==> src/rtl/cam_pattern_gen_if.sv <==
// Emulated OV7670 camera output bus: pixel clock, frame/line syncs and pixel byte.
// The pattern generator drives the master side; a capture block samples the slave side.
interface cam_pattern_gen_if;
  logic       CAM_PCLK;
  logic       CAM_VSYNC;
  logic       CAM_HREF;
  logic [7:0] CAM_px_data;

  modport master (output CAM_PCLK, output CAM_VSYNC, output CAM_HREF, output CAM_px_data);
  modport slave  (input  CAM_PCLK, input  CAM_VSYNC, input  CAM_HREF, input  CAM_px_data);
endinterface

==> src/rtl/cam_pattern_gen.sv <==
// Camera emulator: test-pattern frames in OV7670 timing with a divided pixel clock.
// Outputs change one clk after the PCLK falling-edge tick; free-running, no backpressure.
module cam_pattern_gen #(
  parameter int H_ACTIVE_PX  = 160,
  parameter int V_ACTIVE     = 120,
  parameter int H_BLANK      = 4,
  parameter int V_BLANK      = 4,
  parameter int VSYNC_LINES  = 2,
  parameter int BYTES_PER_PX = 2,
  parameter int PCLK_DIV     = 4,
  parameter int BAR_W        = 20
) (
  input  logic              clk,
  input  logic              rst,
  input  logic              enable,
  input  logic [1:0]        mode,
  input  logic [15:0]       solid_color,
  cam_pattern_gen_if.master cam,
  output logic              frame_done,
  output logic [15:0]       frame_cnt
);

  localparam int LINE_BYTES = H_ACTIVE_PX * BYTES_PER_PX;
  localparam int COLS       = LINE_BYTES + H_BLANK;
  localparam int ROWS       = V_BLANK + V_ACTIVE;
  localparam int CW         = (COLS > 1) ? $clog2(COLS) : 1;
  localparam int RW         = (ROWS > 1) ? $clog2(ROWS) : 1;
  localparam int DW         = $clog2(PCLK_DIV);

  localparam logic [CW-1:0] COL_MAX  = CW'(COLS - 1);
  localparam logic [RW-1:0] ROW_MAX  = RW'(ROWS - 1);
  localparam logic [DW-1:0] DIV_MAX  = DW'(PCLK_DIV - 1);
  localparam logic [DW-1:0] DIV_HALF = DW'(PCLK_DIV / 2);

  typedef enum logic {IDLE, RUN} state_t;

  state_t        state, state_n;
  logic [DW-1:0] div_cnt, div_n;
  logic          tick;
  logic [CW-1:0] col, col_n;
  logic [RW-1:0] row, row_n;
  logic [1:0]    mode_r, mode_u;
  logic [15:0]   color_r, color_u;
  logic          start, last;
  logic [15:0]   xv, yv;
  logic          bsel;
  logic [15:0]   bar_c, c;
  logic [7:0]    byte_n;
  logic          vsync_n, href_n;

  assign tick  = (div_cnt == DIV_MAX);
  assign div_n = tick ? '0 : div_cnt + DW'(1);

  // Raster position after the coming tick; a frame boundary restarts or parks at 0,0.
  always_comb begin
    state_n = state;
    row_n   = row;
    col_n   = col;
    start   = 1'b0;
    last    = (state == RUN) && (row == ROW_MAX) && (col == COL_MAX);
    if (state == IDLE || last) begin
      row_n = '0;
      col_n = '0;
      if (enable) begin
        start   = 1'b1;
        state_n = RUN;
      end else begin
        state_n = IDLE;
      end
    end else if (col == COL_MAX) begin
      col_n = '0;
      row_n = row + RW'(1);
    end else begin
      col_n = col + CW'(1);
    end
  end

  // Pattern selection uses the freshly captured settings on the frame's first tick.
  always_comb begin
    mode_u  = start ? mode : mode_r;
    color_u = start ? solid_color : color_r;
    xv      = 16'((BYTES_PER_PX == 2) ? (col_n >> 1) : col_n);
    bsel    = (BYTES_PER_PX == 2) ? col_n[0] : 1'b0;
    yv      = 16'(row_n) - 16'(V_BLANK);

    case (3'(xv / 16'(BAR_W)))
      3'd0:    bar_c = 16'hFFFF;
      3'd1:    bar_c = 16'hFFE0;
      3'd2:    bar_c = 16'h07FF;
      3'd3:    bar_c = 16'h07E0;
      3'd4:    bar_c = 16'hF81F;
      3'd5:    bar_c = 16'hF800;
      3'd6:    bar_c = 16'h001F;
      default: bar_c = 16'h0000;
    endcase

    case (mode_u)
      2'd0:    c = bar_c;
      2'd1:    c = color_u;
      2'd2:    c = {xv[4:0], xv[5:0], xv[4:0]};
      default: c = (|((xv ^ yv) & 16'h0008)) ? ~color_u : color_u;
    endcase

    vsync_n = int'(row_n) < VSYNC_LINES;
    href_n  = (int'(row_n) >= V_BLANK) && (int'(col_n) < LINE_BYTES);

    if (!href_n)
      byte_n = 8'h00;
    else if (BYTES_PER_PX == 2)
      byte_n = bsel ? c[7:0] : c[15:8];
    else
      byte_n = {c[15:13], c[10:8], c[4:3]};
  end

  always_ff @(posedge clk or negedge rst) begin
    if (!rst) begin
      state           <= IDLE;
      div_cnt         <= '0;
      row             <= '0;
      col             <= '0;
      mode_r          <= '0;
      color_r         <= '0;
      frame_done      <= 1'b0;
      frame_cnt       <= '0;
      cam.CAM_PCLK    <= 1'b0;
      cam.CAM_VSYNC   <= 1'b0;
      cam.CAM_HREF    <= 1'b0;
      cam.CAM_px_data <= '0;
    end else begin
      div_cnt      <= div_n;
      cam.CAM_PCLK <= (div_n >= DIV_HALF);
      frame_done   <= 1'b0;
      if (tick) begin
        state <= state_n;
        row   <= row_n;
        col   <= col_n;
        if (start) begin
          mode_r  <= mode;
          color_r <= solid_color;
        end
        if (last) begin
          frame_done <= 1'b1;
          frame_cnt  <= frame_cnt + 16'd1;
        end
        if (state_n == RUN) begin
          cam.CAM_VSYNC   <= vsync_n;
          cam.CAM_HREF    <= href_n;
          cam.CAM_px_data <= byte_n;
        end else begin
          cam.CAM_VSYNC   <= 1'b0;
          cam.CAM_HREF    <= 1'b0;
          cam.CAM_px_data <= '0;
        end
      end
    end
  end

endmodule

==> src/flat_wrapper.sv <==
// flat-port wrapper written by rule: the top's interface ports become plain ports
module cam_pattern_gen_flat 
#(
  parameter int H_ACTIVE_PX  = 160,
  parameter int V_ACTIVE     = 120,
  parameter int H_BLANK      = 4,
  parameter int V_BLANK      = 4,
  parameter int VSYNC_LINES  = 2,
  parameter int BYTES_PER_PX = 2,
  parameter int PCLK_DIV     = 4,
  parameter int BAR_W        = 20
)
  (clk, rst, enable, mode, solid_color, frame_done, frame_cnt, cam_CAM_PCLK, cam_CAM_VSYNC, cam_CAM_HREF, cam_CAM_px_data);
  cam_pattern_gen_if cam_i ();
  input  logic clk;
  input  logic rst;
  input  logic enable;
  input  logic [1:0] mode;
  input  logic [15:0] solid_color;
  output logic frame_done;
  output logic [15:0] frame_cnt;
  output wire logic [$bits(cam_i.CAM_PCLK)-1:0] cam_CAM_PCLK;
  output wire logic [$bits(cam_i.CAM_VSYNC)-1:0] cam_CAM_VSYNC;
  output wire logic [$bits(cam_i.CAM_HREF)-1:0] cam_CAM_HREF;
  output wire logic [$bits(cam_i.CAM_px_data)-1:0] cam_CAM_px_data;
  assign cam_CAM_PCLK = cam_i.CAM_PCLK;
  assign cam_CAM_VSYNC = cam_i.CAM_VSYNC;
  assign cam_CAM_HREF = cam_i.CAM_HREF;
  assign cam_CAM_px_data = cam_i.CAM_px_data;
  cam_pattern_gen #(.H_ACTIVE_PX(H_ACTIVE_PX), .V_ACTIVE(V_ACTIVE), .H_BLANK(H_BLANK), .V_BLANK(V_BLANK), .VSYNC_LINES(VSYNC_LINES), .BYTES_PER_PX(BYTES_PER_PX), .PCLK_DIV(PCLK_DIV), .BAR_W(BAR_W)) u_core (.clk(clk), .rst(rst), .enable(enable), .mode(mode), .solid_color(solid_color), .cam(cam_i), .frame_done(frame_done), .frame_cnt(frame_cnt));
endmodule
==> config.mk <==
export PLATFORM = sky130hd
export DESIGN_NAME = cam_pattern_gen_flat
export DESIGN_NICKNAME = d
export VERILOG_FILES = /design/src/rtl/cam_pattern_gen_if.sv /design/src/rtl/cam_pattern_gen.sv /design/src/flat_wrapper.sv
export SDC_FILE = /design/constraint.sdc
export NUM_CORES = 1
export LEC_CHECK = 0
export ABC_AREA = 1
export CAP_MARGIN = 20
export CORE_MARGIN = 5
export CORE_UTILIZATION = 51
export CTS_CLUSTER_DIAMETER = 150
export DETAILED_ROUTE_END_ITERATION = 8
export PLACE_DENSITY = 0.81
export REMOVE_ABC_BUFFERS = 1
export SLEW_MARGIN = 5
export SYNTH_ARGS = -nofsm -noshare
export SYNTH_HDL_FRONTEND = slang
export SYNTH_SLANG_ARGS = --single-unit
==> constraint.sdc <==
create_clock -name clk -period 3 [get_ports clk]
set_clock_uncertainty 0.2 [all_clocks]
set_input_delay 0.6 -clock clk [delete_from_list [all_inputs] [get_ports clk]]
set_output_delay 0.6 -clock clk [all_outputs]
set_load 0.03 [all_outputs]
==> run summary <==
======================================================================================
Highest-delay cell along the critical path .............................. sky130_fd_sc_hd__dfrtp_1
Met2 capacity usage during global routing ...............................        40.8%
Combinational cell fraction of total power ..............................         2.8%
Number of unique standard cell types used by synthesis ..................           44
Class of the most critical setup path ................................... flip-flop to flip-flop
Clock latency on the worst-skew pair ....................................       350 ps
Pwr Density .............................................................  304 nW/um^2
Worst EP arrival ........................................................      3210 ps
Run status .............................................................. finished, violations left
GRT busiest layer .......................................................         met2
Psw .....................................................................     0.391 mW
Port buffer count .......................................................           48
Post-placement worst setup slack ........................................      -181 ps
Number of vias per cell after detailed routing ..........................         5.50
Switching Share .........................................................        23.2%
Post-layout net count ...................................................          686
Headroom to the max-slew limit ..........................................        50.3%
Multi-input gate area ...................................................    2540 um^2
Post-synthesis to final-layout area growth ..............................        31.6%
Hold violation total from the final report ..............................            0
M3 GR Usage .............................................................        6.51%
Max FO, Critical Path ...................................................            5
Register share of total power ...........................................        51.1%
GRT Total Usage .........................................................        24.4%
Peak VDD IR .............................................................     0.230 mV
Number of vias after detailed routing ...................................         4236
Top post-synthesis cells by area ........................................ sky130_fd_sc_hd__dfrtp_1 38%, sky130_fd_sc_hd__nand2_1 15%, sky130_fd_sc_hd__o21ai_0 6.9%, sky130_fd_sc_hd__inv_1 3.9%, sky130_fd_sc_hd__nand3_1 3.7%
# setup viols final .....................................................            8
Initial antenna violation count .........................................            0
Predominant post-synthesis flop cell .................................... sky130_fd_sc_hd__dfrtp_1
Via count of the first global-routing pass ..............................         4258
Length of the first detailed-routing pass in iterations .................            8
Pin count of the biggest net entering global routing ....................           66
Total clock buffers created by CTS ......................................            9
Post-DP HPWL ............................................................      8080 um
Final Slew Violations ...................................................            0
Final cell count without fillers ........................................          770
Wire length per cell after detailed routing .............................      15.8 um
Global-route wire length before repair ..................................     19900 um
Clock slew at the register clock pins of the worst setup and hold paths .        80 ps
Hold Crit Class ......................................................... primary input to asynchronous set/reset pin
Post-synthesis register bit count .......................................           64
Library cell with the largest summed area after synthesis ............... sky130_fd_sc_hd__dfrtp_1
Starting density of the core ............................................        51.9%
Total detailed-routing wirelength .......................................     12100 um
Crit path launch type ...................................................    flip-flop
Number of nets with antenna violations after detailed routing ...........            0
# Max-Cap Violations ....................................................            0
Part of the cycle the worst path needs ..................................         105%
DIE AREA ................................................................   10200 um^2
Number of filler instances in the final layout ..........................          625
Required @ worst endpoint ...............................................      3050 ps
Chip height .............................................................       101 um
Grt ovf .................................................................            0
Measured slew at the worst slew-check pin ...............................       746 ps
Leakage component of the power ..........................................      2.81 nW
Share of power burned in the clock network ..............................        46.1%
Cells after Synth .......................................................          567
Placer congestion estimate ..............................................        0.951
F_max ...................................................................    0.317 GHz
Total DRC errors in the routed layout ...................................            0
CTS tree ................................................................        built
Maximum clock path buffer count .........................................            2
Unrepaired setup endpoints after global routing .........................          yes
Buffers plus inverters on the worst setup path ..........................            3
Syn Std Cell Area .......................................................    4220 um^2
H-tree depth ............................................................            3
Core area ...............................................................    8130 um^2
Area taken by flip-flops and latches ....................................    1600 um^2
Clk sink count ..........................................................           64
Final core utilization ..................................................        68.3%
Total I/O pin count .....................................................           49
Power Internal ..........................................................      1.30 mW
Number of warnings reported in the yosys synthesis log ..................            0
Fraction of synthesized cell area taken by the top area cell type .......        38.0%
Ant diodes ..............................................................            0
Worst path most repeated cell ........................................... sky130_fd_sc_hd__nand2_1
Syn avg cell area .......................................................    7.44 um^2
Count of flip-flops with a built-in enable after synthesis ..............            0
Crit path largest cell delay ............................................       390 ps
Critical Path End Type ..................................................    flip-flop
Met1 routing resource usage after global routing ........................        29.4%
Cell Rows ...............................................................           33
Placed insts ............................................................          738
Failing checks .......................................................... setup timing
Sequential cell area fraction in the yosys report .......................        38.0%
Total of hold buffers inserted after clock tree synthesis ...............            0
Min Clock Period, post-route ............................................      3160 ps
Library cell used as clock root buffer .................................. sky130_fd_sc_hd__clkbuf_8
Async S/R FF share, synth ...............................................         100%
Dominant delay contributor by cell family on the critical path .......... simple AND/OR/NAND/NOR gates
Setup TNS Final .........................................................      -920 ps
Overall power consumption ...............................................      1.69 mW
Final Worst Setup Slack .................................................      -156 ps
Overall die width .......................................................       101 um
Detailed Route Iter0 Violations .........................................          482
Share of layout cells above drive strength 1 ............................        24.7%
======================================================================================
## layer usage
| metal | vias to the layer above | part of all wire [%] |
|---|---|---|
| li1 | 2016 | - |
| met1 | 1980 | 40 |
| met2 | 192 | 49 |
| met3 | 48 | 7.7 |
| met4 | 0 | 3.5 |
| met5 | - | 0 |
## path summary, 6_finish.rpt
| check | startpoint | end | slack [ps] | cells after the start |
|---|---|---|---|---|
| setup / recovery | u_core.col[0] | u_core.cam.CAM_px_data[0] | -160 | 25 |
| hold / removal | rst | u_core.color_r[15] | 110 | 1 |
| setup reg to reg | u_core.col[0] | u_core.cam.CAM_px_data[0] | -160 | 25 |
| hold reg to reg | u_core.div_cnt[0] | u_core.div_cnt[0] | 230 | 1 |
| max in group asynchronous | rst | u_core.col[2] | 1830 | 2 |
| min in group clk | u_core.div_cnt[0] | u_core.div_cnt[0] | 230 | 1 |
## final cells by class
type / instances / share of cell area, %
Clock buffer: 10 / 2.48
Clock inverter: 6 / 1.22
Inverter: 55 / 3.79
Multi-Input combinational cell: 435 / 45.8
Sequential cell: 64 / 28.9
Tap cell: 105 / 2.37
Timing Repair Buffer: 95 / 15.5
## registers in the layout, summed over array words and instances, names as in the netlist
signal,count
u_core.col,9
u_core.cam.CAM_VSYNC,1
u_core.cam.CAM_HREF,1
u_core.div_cnt,1
u_core.frame_cnt,16
u_core.cam.CAM_PCLK,1
u_core.cam.CAM_px_data,8
u_core.row,7
u_core.frame_done,1
u_core.mode_r,2
u_core.state,1
u_core.color_r,16
## through the flow
stage,instance area (um^2),hold slack [ps]
floorplan,4130,104
global placement,5010,212
detailed placement,5010,224
CTS,5410,134
global route,5550,176
finish,5550,107
## placed cells by master, fill, tap and decap left out, types with 12 or more instances in the layout
cell / count
sky130_fd_sc_hd__nand2_1: 158
sky130_fd_sc_hd__dfrtp_1: 63
sky130_fd_sc_hd__o21ai_0: 56
sky130_fd_sc_hd__clkdlybuf4s50_1: 47
sky130_fd_sc_hd__buf_4: 43
sky130_fd_sc_hd__inv_1: 40
sky130_fd_sc_hd__nor2_1: 32
sky130_fd_sc_hd__nand3_1: 30
sky130_fd_sc_hd__nand2_2: 21
sky130_fd_sc_hd__a21oi_1: 18
sky130_fd_sc_hd__nor2_2: 16
sky130_fd_sc_hd__xor2_1: 15
sky130_fd_sc_hd__inv_2: 12
## power by group through the flow
stage                     Combinational, mW  Sequential (mW)  Clock, mW
final                                0.0467            0.862      0.778
after global routing                 0.0521            0.862      0.822
after CTS                            0.0482            0.862      0.779
after detailed placement             0.0479            0.879          0
after global placement               0.0473            0.879          0
after floorplan                    0.000413            0.879          0
## synth_stat cells, types with 2 or more instances
cell type and n:
sky130_fd_sc_hd__nand2_1 169, sky130_fd_sc_hd__dfrtp_1 64, sky130_fd_sc_hd__o21ai_0 58, sky130_fd_sc_hd__inv_1 44, sky130_fd_sc_hd__nor2_1 38, sky130_fd_sc_hd__nand3_1 31, sky130_fd_sc_hd__a21oi_1 20, sky130_fd_sc_hd__xor2_1 16
sky130_fd_sc_hd__nand2_2 14, sky130_fd_sc_hd__nor2_2 12, sky130_fd_sc_hd__mux2i_1 11, sky130_fd_sc_hd__clkbuf_1 9, sky130_fd_sc_hd__inv_2 8, sky130_fd_sc_hd__or2_2 8, sky130_fd_sc_hd__nand4_1 7, sky130_fd_sc_hd__xnor2_1 6
sky130_fd_sc_hd__ha_1 5, sky130_fd_sc_hd__nand2_4 5, sky130_fd_sc_hd__nand3_2 5, sky130_fd_sc_hd__nor3_1 3, sky130_fd_sc_hd__o21ai_1 3, sky130_fd_sc_hd__o31ai_1 3, sky130_fd_sc_hd__a21oi_2 2, sky130_fd_sc_hd__clkbuf_8 2
sky130_fd_sc_hd__clkinv_1 2, sky130_fd_sc_hd__nor2_4 2, sky130_fd_sc_hd__nor2_8 2, sky130_fd_sc_hd__o32ai_1 2
## what timing repair did
item	CTS	global route
pin swaps	21	27
resized for setup	27	28
gates cloned	1	0
buffers inserted	10	6
endpoints found under the setup margin	8	12
## kinds of logic (layout without fill, tap and decap cells)
family,count (synthesis),in the layout,share of synthesized area [%]
flip-flops,64,64,38.0
AND/OR/NAND/NOR,302,303,34.1
AO/OA/AOI/OAI,94,94,12.3
adder cells (fa/ha/maj),5,5,1.48
XOR/XNOR,22,22,4.57
buffers and inverters,69,166,6.97
multiplexers,11,11,2.61
Power figures use the tool's default switching activity.
